<file path="src/rtl/priority_grant_scheduler64_pkg.sv">
// Shared constants, FSM state type and one-hot helper for the 64-way grant scheduler.
package priority_grant_scheduler64_pkg;

  localparam int WIDTH = 64;
  localparam int IDX_W = 6;
  localparam int CNT_W = 16;

  typedef enum logic [0:0] {
    IDLE  = 1'b0,
    OFFER = 1'b1
  } state_t;

  function automatic logic [WIDTH-1:0] onehot(input logic [IDX_W-1:0] idx);
    return {{(WIDTH-1){1'b0}}, 1'b1} << idx;
  endfunction

endpackage

</file>
<file path="src/rtl/priority_encoder64.sv">
// Combinational highest-set-bit encoder; an all-zero input yields index 0.
module priority_encoder64
  import priority_grant_scheduler64_pkg::*;
(
  input  logic [63:0] vec,
  output logic [5:0]  idx
);

  // Later (higher) set bits overwrite earlier ones, so the top set bit wins.
  always_comb begin
    idx = 6'd0;
    for (int i = 0; i < 64; i++) begin
      idx = vec[i] ? 6'(i) : idx;
    end
  end

endmodule

</file>
<file path="src/rtl/priority_grant_scheduler64.sv">
// Pending-request scheduler offering the highest eligible index with a valid/ready handshake.
module priority_grant_scheduler64
  import priority_grant_scheduler64_pkg::*;
#(
  parameter int WIDTH = priority_grant_scheduler64_pkg::WIDTH,
  parameter int IDX_W = priority_grant_scheduler64_pkg::IDX_W
) (
  input  logic             clk,
  input  logic             rst,
  input  logic [WIDTH-1:0] req_in,
  input  logic [WIDTH-1:0] mask_in,
  input  logic             grant_ready,
  output logic             grant_valid,
  output logic [IDX_W-1:0] grant_idx,
  output logic [WIDTH-1:0] pending,
  output logic [CNT_W-1:0] grant_count
);

  state_t           state_r;
  state_t           state_next_s;
  logic             transfer_s;
  logic [WIDTH-1:0] clr_s;
  logic [WIDTH-1:0] pending_next_s;
  logic [WIDTH-1:0] eligible_s;
  logic             any_s;
  logic [IDX_W-1:0] top_idx_s;
  logic [IDX_W-1:0] idx_next_s;

  priority_encoder64 u_enc (
    .vec (eligible_s),
    .idx (top_idx_s)
  );

  // Pending update: a new request on the bit being cleared wins over the clear.
  always_comb begin
    transfer_s     = grant_valid & grant_ready;
    clr_s          = transfer_s ? onehot(grant_idx) : {WIDTH{1'b0}};
    pending_next_s = (pending & ~clr_s) | req_in;
    eligible_s     = pending_next_s & mask_in;
    any_s          = |eligible_s;
  end

  // Offer FSM: an offer is only replaced after it has been accepted.
  always_comb begin
    state_next_s = state_r;
    idx_next_s   = grant_idx;
    case (state_r)
      IDLE: begin
        if (any_s) begin
          state_next_s = OFFER;
          idx_next_s   = top_idx_s;
        end else begin
          state_next_s = IDLE;
        end
      end
      OFFER: begin
        if (transfer_s && any_s) begin
          idx_next_s = top_idx_s;
        end else if (transfer_s) begin
          state_next_s = IDLE;
        end else begin
          state_next_s = OFFER;
        end
      end
      default: begin
        state_next_s = IDLE;
      end
    endcase
  end

  // State, outputs and saturating accept counter.
  always_ff @(posedge clk or posedge rst) begin
    if (rst) begin
      state_r     <= IDLE;
      grant_valid <= 1'b0;
      grant_idx   <= {IDX_W{1'b0}};
      pending     <= {WIDTH{1'b0}};
      grant_count <= {CNT_W{1'b0}};
    end else begin
      state_r     <= state_next_s;
      grant_valid <= (state_next_s == OFFER);
      grant_idx   <= idx_next_s;
      pending     <= pending_next_s;
      if (transfer_s && (grant_count != {CNT_W{1'b1}})) begin
        grant_count <= grant_count + 16'd1;
      end else begin
        grant_count <= grant_count;
      end
    end
  end

endmodule
</file>
<file path="config.mk">
export PLATFORM = sky130hd
export DESIGN_NAME = priority_grant_scheduler64
export DESIGN_NICKNAME = d
export VERILOG_FILES = /design/src/rtl/priority_grant_scheduler64_pkg.sv /design/src/rtl/priority_encoder64.sv /design/src/rtl/priority_grant_scheduler64.sv
export SDC_FILE = /design/constraint.sdc
export NUM_CORES = 1
export LEC_CHECK = 0
export BUFFER_PORTS_ARGS = -buffer_cell sky130_fd_sc_hd__buf_2
export CAP_MARGIN = 10
export CORE_MARGIN = 2
export CORE_UTILIZATION = 40
export CTS_CLUSTER_SIZE = 28
export DETAILED_ROUTE_END_ITERATION = 6
export GPL_TIMING_DRIVEN = 1
export PLACE_DENSITY = 0.68
export SLEW_MARGIN = 20
export SYNTH_ARGS = -nofsm -noshare
export SYNTH_HDL_FRONTEND = slang
export SYNTH_SLANG_ARGS = --single-unit
export TNS_END_PERCENT = 5
</file>
<file path="constraint.sdc">
create_clock -name clk -period 4.1 [get_ports clk]
set_input_delay 0.41 -clock clk [delete_from_list [all_inputs] [get_ports clk]]
set_output_delay 0.41 -clock clk [all_outputs]
set_load 0.02 [all_outputs]
</file>
======== After elaboration in Yosys (flattened, before gate mapping) ========
Index checks and enable logic that the tools add are counted.
word-level totals
  RAM bits ................................ 0
  memory bits (read-only) ................. 0
  bits in latches ......................... 0
  word-level logic and storage cells ...... 90
  register bits ........................... 87
  input port bits ......................... 131
  memories ................................ 0
cells by class
  order comparisons ....................... 0
  multipliers ............................. 0
  reduce and logical (&&, ||, !) cells .... 4
  divide/modulo/power cells ............... 0
  multiplexer cells ....................... 71
  add/sub/neg operators ................... 1
  bitwise logic cells ..................... 6
  equality and inequality tests ........... 3
  shifts and indexed selects .............. 1
operator list
  cell                                               count
  2-to-1 mux 6 bit                                   64
  bitwise AND 64 bit                                 2
  2-to-1 mux 64 bit                                  1
  inverter 64 bit                                    1
  bitwise OR 64 bit                                  1
  OR reduction 64 bit                                1
  << shifter 1 x 6 -> 64 bit (first input constant)  1
  adder 16 x 1 -> 16 bit (second input constant)     1
  != test 16 bit (second input constant)             1
  case mux 6 bit (2 select lines)                    1
  2-to-1 mux 1 bit                                   4
  logical AND 1 bit                                  2
  != test 2 x 1 -> 1 bit (second input constant)     1
  != test 2 bit (second input constant)              1
  case mux 1 bit (2 select lines)                    1
  AND reduction 2 bit                                1
  bitwise AND 1 bit                                  1
  inverter 1 bit                                     1

======== Depth between registers and ports, before layout ========
Gate-level depths: netlist of the first run.
  depth after elaboration ................. 71
  gate-level depth with buffers ........... 12

======== Cells and area by module ========
From an unflattened synthesis of the first run, not the netlist that was laid out.
second synthesis, totals
  cell total of the unflattened synthesis .. 713
  area, all modules ....................... 5627.9 µm²
by module, submodules not included
  module                      instances  area an instance (µm²)  cells an instance
  priority_grant_scheduler64  1          4830.9                  577
  priority_encoder64          1          797.0                   136

======== Worst setup path after synthesis of the first run ========
OpenSTA, ideal clock, no wires.
  kind .................................... reg-to-reg
  from .................................... reg grant_idx[5]
  to ...................................... reg grant_idx[1]
  stages on the path, launching flop included .. 11
  slack ................................... 1.238 ns
  clock period less this slack ............ 2.862 ns
  buffers on the path ..................... 3
  required time ........................... 3.975 ns
  arrival time ............................ 2.737 ns
  path through ............................ dfrtp_1 -> buf_6 -> or3b_1 -> buf_6 -> o41a_1 -> nor4_4 -> nand2_2 -> nor4_2 -> a21o_2 -> buf_6 -> mux2_4
on the way
  word-level cells in the longest chain between the ends .. 70
  elaborated cells on any way between the ends .. 76
  those cells by class .................... eq/ne: 2; shift: 1; mux: 66; bitwise: 4; reduce/logical: 3
ends and longest elaborated chain
  what                                 line                                                                source
  start: declaration                   priority_grant_scheduler64.sv:14                                    output logic [IDX_W-1:0] grant_idx,
  start signal: assignment             priority_grant_scheduler64.sv:76                                    grant_idx <= {IDX_W{1'b0}};
  start signal: assignment             priority_grant_scheduler64.sv:82                                    grant_idx <= idx_next_s;
  << shifter 1 x 6 -> 64 bit (*)       priority_grant_scheduler64_pkg.sv:14                                return {{(WIDTH-1){1'b0}}, 1'b1} << idx;
  2-to-1 mux 64 bit (*)                priority_grant_scheduler64.sv:37                                    clr_s = transfer_s ? onehot(grant_idx) : {WIDTH{1'b0}};
  inverter 64 bit (*)                  priority_grant_scheduler64.sv:38                                    pending_next_s = (pending & ~clr_s) | req_in;
  bitwise AND 64 bit (*)               priority_grant_scheduler64.sv:38
  bitwise OR 64 bit (*)                priority_grant_scheduler64.sv:38
  bitwise AND 64 bit (*)               priority_grant_scheduler64.sv:39                                    eligible_s = pending_next_s & mask_in;
  2-to-1 mux 6 bit (62 in a row)       priority_encoder64.sv:13                                            idx = vec[i] ? 6'(i) : idx;
  2-to-1 mux 6 bit (on tied branches)  priority_grant_scheduler64.sv:57, priority_grant_scheduler64.sv:49
  case mux 6 bit (2 select lines)      priority_grant_scheduler64.sv:47                                    case (state_r)
Mark *: on every way between the ends. The rest lies on a longest branch, timed or not. The select of a mux whose other input is x is not followed.
A chain may end at the register's enable or synchronous reset.

======== Final worst setup path of the first run ========
  from .................................... reg grant_idx[0]
  to ...................................... reg grant_idx[1]
Same word-level chain as after synthesis.

==> impl_metrics.json, run 1 <==
{
  "met3_usage_pct": 6.09,
  "period_share_pct": 81.6,
  "cp_data_arrival_time_ns": 3.59,
  "die_y_um": 123,
  "finalSetupTns_ns": 0,
  "post_drt_wl_per_cell_um": 17.9,
  "antenna_found_initial": 0,
  "skew_ns": 0.0119,
  "crit_required_ns": 4.34,
  "synthDistinctLibCells": 61,
  "syn_nets": 836,
  "drive_gt1_share_pct": 28.2,
  "vias": 6133,
  "worst_slew_pin_slew_ns": 0.942,
  "met1_usage_pct": 36.8,
  "min_path_type": "primary input to asynchronous set/reset pin",
  "routed_wl_um": 19600,
  "rows": 43,
  "clock_latency_ns": 0.35,
  "grt_start_max_net_pins": 50,
  "hold_viol_final": 0,
  "clk_path_buf_depth": 2,
  "avgSynthCellArea_um2": 7.98,
  "synth.largest_area_cell": "dfrtp_1",
  "path_class": "flop to flop",
  "first_pass_iters": 5,
  "core_area_um2": 13800,
  "cts_tree": "built",
  "leakage_nw": 3.04,
  "start_util_pct": 40.8,
  "clock_tree.root_cell": "clkbuf_16",
  "gp_congestion": 1.01,
  "setup_viol": 0,
  "cts_setup_buffers": 0,
  "yosys_warnings": 0,
  "synthTopCellsByArea": "dfrtp_1 (39%), nand2_1 (10%), a41oi_1 (6.2%)",
  "path_cells": "nor2b_2 > buf_4 > a41oi_1 > nor4_1 > o2111ai_1 > nor4_2 > a21o_2 > mux2_4",
  "drv_cap": 0,
  "fin_nets": 1043,
  "min_period_ns": 3.35,
  "cts_resized": 0,
  "n_fill_cell": 1440,
  "met2_usage_pct": 39.4,
  "portBuffers": 217,
  "cellPowerDensity_nw_per_um2": 333,
  "slowest_stage": "dfrtp_1",
  "clock.fmax_mhz": 299,
  "htreeDepth": 3,
  "post-synth-top-count-cell": "nand2_1",
  "endpoint_kind": "flop",
  "synth-async-reset-ratio_pct": 100,
  "drv_slew": 0,
  "syn-cell-area_um2": 5620,
  "startpoint_type": "flop",
  "viasPerCell": 5.60,
  "postSynthCellCount": 704,
  "ys_top_cells_by_count": "nand2_1 (156), dfrtp_1 (87), o21ai_0 (65), inv_1 (49), nor2_1 (46)",
  "ant_nets": 0,
  "total_power_mw": 2.39,
  "grt_setup_unrepaired": "no",
  "fp.dieW_um": 123,
  "top_usage_layer": "met2",
  "first_global_vias": 5712,
  "clock_sinks": 87,
  "numCtsBuffers": 9,
  "grt_usage_pct": 26.3,
  "cts-hold-fix-buffers": 0,
  "synth_ff_type": "dfrtp_1",
  "path_clk_slew_ns": 0.07,
  "crit_fanout": 18,
  "ios": 218,
  "overflow": 0,
  "ys_seq_area_share_pct": 38.8,
  "irDropWorstVdd_uv": 285,
  "drt_iter0_markers": 432,
  "drc": 0,
  "syn2layout_area_growth_pct": 27.8,
  "maxSlewHeadroom_pct": 36.4,
  "status": "completed",
  "crit_path_max_incr_delay_ns": 0.63,
  "grt_first_pass_wirelength_um": 30000,
  "die_area_um2": 15000,
  "synth_edf_count": 0,
  "dp_hpwl_um": 15300,
  "netlist.area_leader.share_pct": 38.8,
  "synth-seq-cells": 87,
  "diodes": 0
}
[cell usage in the layout (no fill, tap or decap), types with 16 or more instances in the layout]
master   count
a21o_1      30
a31oi_1     18
a41oi_1     40
buf_2      217
dfrtp_1     87
inv_1       48
nand2_1    156
nor2_1      46
nor3_1      28
nor4_1      16
o21ai_0     65
[sequential cells by signal, indices dropped and copies added (netlist names)]
name and flops:
state_r 1, pending 64, grant_idx 6, grant_count 16
[per-stage QoR]
step                instances  cell area (um^2)  setup WS (ns)  utilization [%]  hold WS [ns]
CTS                      1096              7180          0.780             52.1         0.190
finish                   1096              7180          0.755             52.1         0.167
global placement         1080              6850          0.842             49.8         0.475
detailed placement       1080              6850          0.784             49.8         0.479
global route             1096              7180          0.459             52.1         0.222
floorplan                 704              5620           1.24                -         0.502
[area by class of cell]
cell class / count / area (um^2) / share of cell area [%]
clock buffer: 13 / 260 / 3.63
clock inverter: 3 / 65.1 / 0.906
inverter: 49 / 185 / 2.58
multi-input combinational: 534 / 3080 / 42.9
sequential: 87 / 2180 / 30.3
tap: 180 / 225 / 3.14
timing repair buffer: 230 / 1180 / 16.5
[per-layer routing]
metal | up-vias | routed length, um
met4 | 0 | 530
met3 | 39 | 1800
met2 | 262 | 8730
met1 | 2875 | 8540
li1 | 2957 | -
met5 | - | 0
[power by group]
| part | internal [mW] | switching (mW) | total [mW] |
|---|---|---|---|
| combinational | 0.187 | 0.342 | 0.529 |
| sequential | 0.899 | 0.0574 | 0.957 |
| clock | 0.567 | 0.340 | 0.906 |
[cell families (layout without fill, tap and decap cells)]
kind of cell / count (synthesis) / in the layout / share of synthesized area (%)
xor+xnor: 15 / 15 / 2.34
fa+ha+maj: 1 / 1 / 0.223
compound gates: 214 / 214 / 26.6
mux: 1 / 1 / 0.267
flops: 87 / 87 / 38.8
buf+inv: 83 / 295 / 6.48
simple gates: 303 / 303 / 25.3
[critical path: cells and delay by family (launching register included)]
kind                   cells  cell delay [ns]
buffers and inverters      1             0.31
DFF                        1             0.63
and+or+nand+nor            3             1.19
AOI/OAI and AO/OA          3             0.78
muxes                      1             0.31
[worst paths after layout]
check                                    startpoint                       end  slack, ns  depth (start not counted)
max in group asynchronous                       rst     pending[48]$_DFF_PP0_       3.44                          3
min reg2reg                    pending[1]$_DFF_PP0_      pending[1]$_DFF_PP0_       0.49                          2
min                                             rst     pending[20]$_DFF_PP0_       0.17                          3
max                        grant_idx[0]$_DFFE_PP0P_  grant_idx[1]$_DFFE_PP0P_       0.75                          8
max reg2reg                grant_idx[0]$_DFFE_PP0P_  grant_idx[1]$_DFFE_PP0P_       0.75                          8
min in group clk                         req_in[57]     pending[57]$_DFF_PP0_       0.26                          2
(Power assumes the default switching activity.)
==> inputs of run 2 (changes only) <==
clock period = 3.3 ns   (was 4.1 ns; I/O delays follow)
==> run 2 against run 1 <==
Against the previous run:
- power grew 20%
- sequential power rose by 24%
- non-clock buffer count rose by 23
- sequential share of layout area down 0.65 points
- first-iteration DRC count is 16% higher
- register-to-register slack worse by 0.45 ns
==> impl_metrics.json, run 2 (synthesized netlist as in run 1, its figures left out) <==
{
  "status": "completed",
  "setup_slack_ns": 0.304,
  "total_power_mw": 2.87,
  "clock.fmax_mhz": 334,
  "cp_data_arrival_time_ns": 3.23,
  "first_pass_iters": 6,
  "fin_nets": 1066,
  "r2r-start": "grant_idx[5]$_DFFE_PP0P_",
  "core_area_um2": 13800,
  "numCtsBuffers": 9,
  "power_frac_clock_pct": 34.5,
  "die_y_um": 123,
  "endpoint_kind": "flop",
  "antenna_found_initial": 1,
  "fp.dieW_um": 123,
  "ios": 218,
  "path_delay_family": "simple AND/OR/NAND/NOR gates",
  "grt_start_max_net_pins": 35,
  "overflow": 0,
  "ant_nets": 0,
  "drive_gt1_share_pct": 30.0,
  "grt_setup_unrepaired": "no",
  "maxSlewHeadroom_pct": 59.6,
  "worst_slew_pin_slew_ns": 0.603,
  "gp_congestion": 1.01,
  "cts_tree": "built",
  "startpoint_type": "flop",
  "hold_depth": 3,
  "slowest_stage": "or3b_1",
  "period_share_pct": 90.8,
  "cellPowerDensity_nw_per_um2": 391,
  "min_from": "req_in[7]",
  "crit_required_ns": 3.54,
  "min_path_type": "primary input to flop",
  "skew_ns": 0.00883,
  "start_util_pct": 40.8,
  "final_common_cell": "buf_2",
  "grt_first_pass_wirelength_um": 30200,
  "power.internal_mw": 1.96,
  "grt_usage_pct": 26.3,
  "r2r_end": "grant_idx[1]$_DFFE_PP0P_",
  "largest_reg_flops": 64,
  "finalSetupTns_ns": 0,
  "min_period_ns": 3.00,
  "clock_latency_ns": 0.35,
  "pwr-share-comb_pct": 24.0,
  "path_cells": "or3b_1 > o41a_1 > nor4_4 > nand2_2 > nor4_2 > a21o_2 > mux2_4",
  "leakage_nw": 3.14,
  "hold_viol_final": 0,
  "clock_sinks": 87,
  "clk_path_buf_depth": 2,
  "vias": 6218,
  "viasPerCell": 5.56,
  "drv_slew": 0,
  "power_switching_uw": 908,
  "worstHoldEndpoint": "pending[7]$_DFF_PP0_",
  "top_regs": "pending x64, grant_count x16, grant_idx x6",
  "first_global_vias": 5751,
  "irDropWorstVdd_uv": 279,
  "setup_viol": 0,
  "dp_hpwl_um": 15700,
  "path_class": "flop to flop",
  "drc": 0,
  "drv_cap": 0,
  "portBuffers": 217,
  "largest-register": "pending",
  "htreeDepth": 3,
  "r2r_cells": 7,
  "cp.buffers_inverters": 0,
  "dp_worst_setup_slack_ns": 0.269,
  "routed_wl_um": 19700,
  "r2r_slack_ns": 0.30,
  "clock_tree.root_cell": "clkbuf_16",
  "die_area_um2": 15000,
  "most-common-layout-cells": "buf_2 (217), nand2_1 (156), dfrtp_1 (87)",
  "pwr-share-seq_pct": 41.5,
  "worst-path-stages": 7,
  "path_clk_slew_ns": 0.06,
  "post_drt_wl_per_cell_um": 17.6,
  "syn2layout_area_growth_pct": 30.6,
  "rows": 43,
  "drt_iter0_markers": 503,
  "crit_path_max_incr_delay_ns": 0.59,
  "sw_frac_of_total_pct": 31.7,
  "crit_fanout": 11
}
## run 2: worst register-to-register path, delay by kind of cell, from the launching register on
| family | cells | cell delay (ns) |
|---|---|---|
| flops | 1 | 0.47 |
| compound gates | 2 | 0.72 |
| simple gates | 4 | 1.39 |
| mux | 1 | 0.31 |
## run 2: layer usage
metal  track usage (%)  wire, um  vias up
met2              40.5      8770      273
met5                 0         0        -
met1              36.5      8680     2909
li1                  -         -     3012
met3              6.55      1910       24
met4              8.05       331        0
## run 2: cell type report
type                       instances  area, um^2
tap                              180         225
clock buffer                      14         284
timing repair buffer             253        1370
inverter                          49         185
antenna                            1        2.50
fill                            1385        6440
sequential                        87        2180
multi-input combinational        534        3090
## run 2: what timing repair did
action                     in CTS  in global routing
hold buffers                    1                  0
gates resized for setup         0                  2
hold endpoints to repair       20                  0
setup endpoints to repair       0                  1
buffers inserted                0                  0
## run 2: stage by stage
step / instance area [um^2] / hold slack [ns] / cells / utilization [%]
floorplan: 5620 / 0.422 / 704 / -
global placement: 7030 / 0.325 / 1102 / 51.0
detailed placement: 7030 / 0.319 / 1102 / 51.0
CTS: 7320 / 0.180 / 1117 / 53.2
global route: 7330 / 0.189 / 1118 / 53.3
finish: 7330 / 0.187 / 1118 / 53.3
## run 2: worst max path at each step
stage	endpoint	from
final	grant_idx[1]$_DFFE_PP0P_	grant_idx[5]$_DFFE_PP0P_
after global routing	grant_idx[1]$_DFFE_PP0P_	state_r$_DFF_PP0_
after CTS	grant_idx[1]$_DFFE_PP0P_	grant_idx[0]$_DFFE_PP0P_
after detailed placement	grant_idx[1]$_DFFE_PP0P_	grant_idx[5]$_DFFE_PP0P_
after global placement	grant_idx[1]$_DFFE_PP0P_	grant_ready
after floorplan	grant_idx[1]$_DFFE_PP0P_	grant_idx[5]$_DFFE_PP0P_
## run 2: power groups by stage
stage,logic (mW),clock network (mW),registers (mW)
finish,0.687,0.990,1.19
floorplan,0.332,0,1.25
global placement,0.678,0,1.20
CTS,0.684,1.01,1.19
global route,0.752,1.04,1.20
detailed placement,0.681,0,1.21
==> inputs of run 3 (changes only) <==
GPL_TIMING_DRIVEN = 0   (was 1)
clock period = 3.5 ns   (was 3.3 ns; I/O delays follow)
==> run 3 against run 2 <==
Against the previous run:
- via count grew 1.8%
- clock-buffer cell count fell by 3
- cell count hardly changed
- combinational power down 3.5%
- critical path depth rose by 3
- clock power increased by 17%
- non-clock buffer count is 1 lower
==> impl_metrics.json, run 3 (synthesized netlist as in run 1, its figures left out) <==
{
  "min_period_ns": 3.38,
  "final_util_pct": 53.4,
  "clock_sinks": 87,
  "largest_reg_flops": 64,
  "instances_no_fill": 1119,
  "skew_ns": 0.00954,
  "slowest_stage": "nor4_1",
  "final_cell_area_um2": 7360,
  "path_delay_family": "simple AND/OR/NAND/NOR gates",
  "cpMostUsedCell": "buf_2",
  "numCtsBuffers": 9,
  "drt_iter0_markers": 505,
  "core_area_um2": 13800,
  "whs_ns": 0.0681,
  "largest-register": "pending",
  "place_area_um2": 6960,
  "min_path_type": "primary input to asynchronous set/reset pin",
  "maxSlewHeadroom_pct": 47.6,
  "leakage_nw": 3.14,
  "drc": 0,
  "crit_required_ns": 3.75,
  "clock_latency_ns": 0.36,
  "fin_nets": 1065,
  "syn2layout_area_growth_pct": 31.0,
  "setup_viol": 0,
  "drive_gt1_share_pct": 29.5,
  "cts_tree": "built",
  "htreeDepth": 3,
  "clock.fmax_mhz": 296,
  "crit_path_max_incr_delay_ns": 0.52,
  "fp.dieW_um": 123,
  "first_pass_iters": 5,
  "status": "completed",
  "grt_start_max_net_pins": 46,
  "rows": 43,
  "irDropWorstVdd_uv": 368,
  "total_power_mw": 2.94,
  "portBuffers": 217,
  "gp_congestion": 1.03,
  "first_global_vias": 5882,
  "drv_cap": 0,
  "cp_data_arrival_time_ns": 3.63,
  "pwr-share-seq_pct": 38.0,
  "dp_hpwl_um": 16200,
  "overflow": 0,
  "endpoint_kind": "flop",
  "viasPerCell": 5.66,
  "most-common-layout-cells": "buf_2 (230), nand2_1 (156), dfrtp_1 (87)",
  "vias": 6331,
  "post_drt_wl_per_cell_um": 18.7,
  "crit_fanout": 10,
  "period_share_pct": 96.7,
  "path_class": "flop to flop",
  "final_common_cell": "buf_2",
  "cellPowerDensity_nw_per_um2": 399,
  "hold_viol_final": 0,
  "top_regs": "pending x64, grant_count x16, grant_idx x6",
  "drv_slew": 0,
  "clock_tree.root_cell": "clkbuf_16",
  "grt_setup_unrepaired": "no",
  "path_clk_slew_ns": 0.07,
  "startpoint_type": "flop",
  "die_area_um2": 15000,
  "grt_usage_pct": 28.0,
  "ios": 218,
  "power_switching_uw": 924,
  "pwr-share-comb_pct": 22.6,
  "power_frac_clock_pct": 39.5,
  "die_y_um": 123,
  "clk_path_buf_depth": 2,
  "path_cells": "buf_2 > nor2b_2 > buf_2 > a41oi_1 > nor4_1 > o2111ai_1 > nor4_2 > a21o_2 > buf_6 > mux2_4",
  "sw_frac_of_total_pct": 31.5,
  "start_util_pct": 40.8,
  "worst_slew_pin_slew_ns": 0.786,
  "routed_wl_um": 20900,
  "ant_nets": 0,
  "antenna_found_initial": 0,
  "power.internal_mw": 2.01,
  "cts_setup_buffers": 0,
  "placed_cells": 1102,
  "grt_first_pass_wirelength_um": 31300,
  "cp.buffers_inverters": 3
}
==> run 3: cell types whose count changed in the layout (fill, tap and decap cells not counted), moves of 3 or more <==
cell	previous run	this run
nor4_1	15	12
clkbuf_1	1	8
nor4_2	2	5
bufinv_16	0	3
clkbuf_2	0	5
buf_2	217	230
buf_4	34	3
buf_6	0	3
==> run 3: repair_timing <==
| action | CTS | global route |
|---|---|---|
| resized for setup | 0 | 11 |
| endpoints found under the setup margin | 0 | 6 |
| endpoints found under the hold margin | 0 | 0 |
| hold buffers | 0 | 0 |
==> run 3: worst reg2reg max path, cell delays in order (launching register included) <==
cell	delay (ns)
dfrtp_1	0.41
buf_2	0.23
nor2b_2	0.31
buf_2	0.36
a41oi_1	0.23
nor4_1	0.52
o2111ai_1	0.31
nor4_2	0.28
a21o_2	0.20
buf_6	0.13
mux2_4	0.29
==> run 3: worst paths after layout <==
check,startpoint,end,slack (ns),depth (start not counted)
worst max-delay path,grant_idx[1]$_DFFE_PP0P_,grant_idx[1]$_DFFE_PP0P_,0.12,10
worst min-delay path,rst,pending[31]$_DFF_PP0_,0.07,2
worst max register to register,grant_idx[1]$_DFFE_PP0P_,grant_idx[1]$_DFFE_PP0P_,0.12,10
worst min register to register,pending[1]$_DFF_PP0_,pending[1]$_DFF_PP0_,0.49,2
max in group asynchronous,rst,pending[55]$_DFF_PP0_,2.80,3
min in group clk,req_in[6],pending[6]$_DFF_PP0_,0.20,3
==> run 3: metrics by stage <==
stage                     TNS [ns]  worst slack (ns)
after floorplan                  0             0.638
after global placement      -24.21            -0.284
after detailed placement         0            0.0312
after CTS                        0            0.0142
after global routing             0          0.000179
final                            0             0.116
==> run 3: per-layer routing <==
layer | vias up | global-route usage [%] | share of wire (%)
li1 | 3007 | - | -
met1 | 2963 | 37.3 | 42
met2 | 325 | 44.1 | 46
met3 | 36 | 7.48 | 9.7
met4 | 0 | 9.27 | 2.4
met5 | - | 0 | 0
==> run 3: final cells by class <==
type                       count  area [um^2]
fill                        1396         6420
multi-input combinational    534         3110
sequential                    87         2180
timing repair buffer         218         1110
clock buffer                  11          253
tap                          180          225
inverter                      49          186
buffer                        34          184
clock inverter                 5          104
antenna                        1         2.50
==> run 3: power by group through the flow <==
stage / registers [mW] / logic (mW) / clock network [mW]
after floorplan: 1.18 / 0.313 / 0
after global placement: 1.13 / 0.640 / 0
after detailed placement: 1.13 / 0.650 / 0
after CTS: 1.11 / 0.651 / 1.17
after global routing: 1.12 / 0.719 / 1.22
final: 1.11 / 0.663 / 1.16
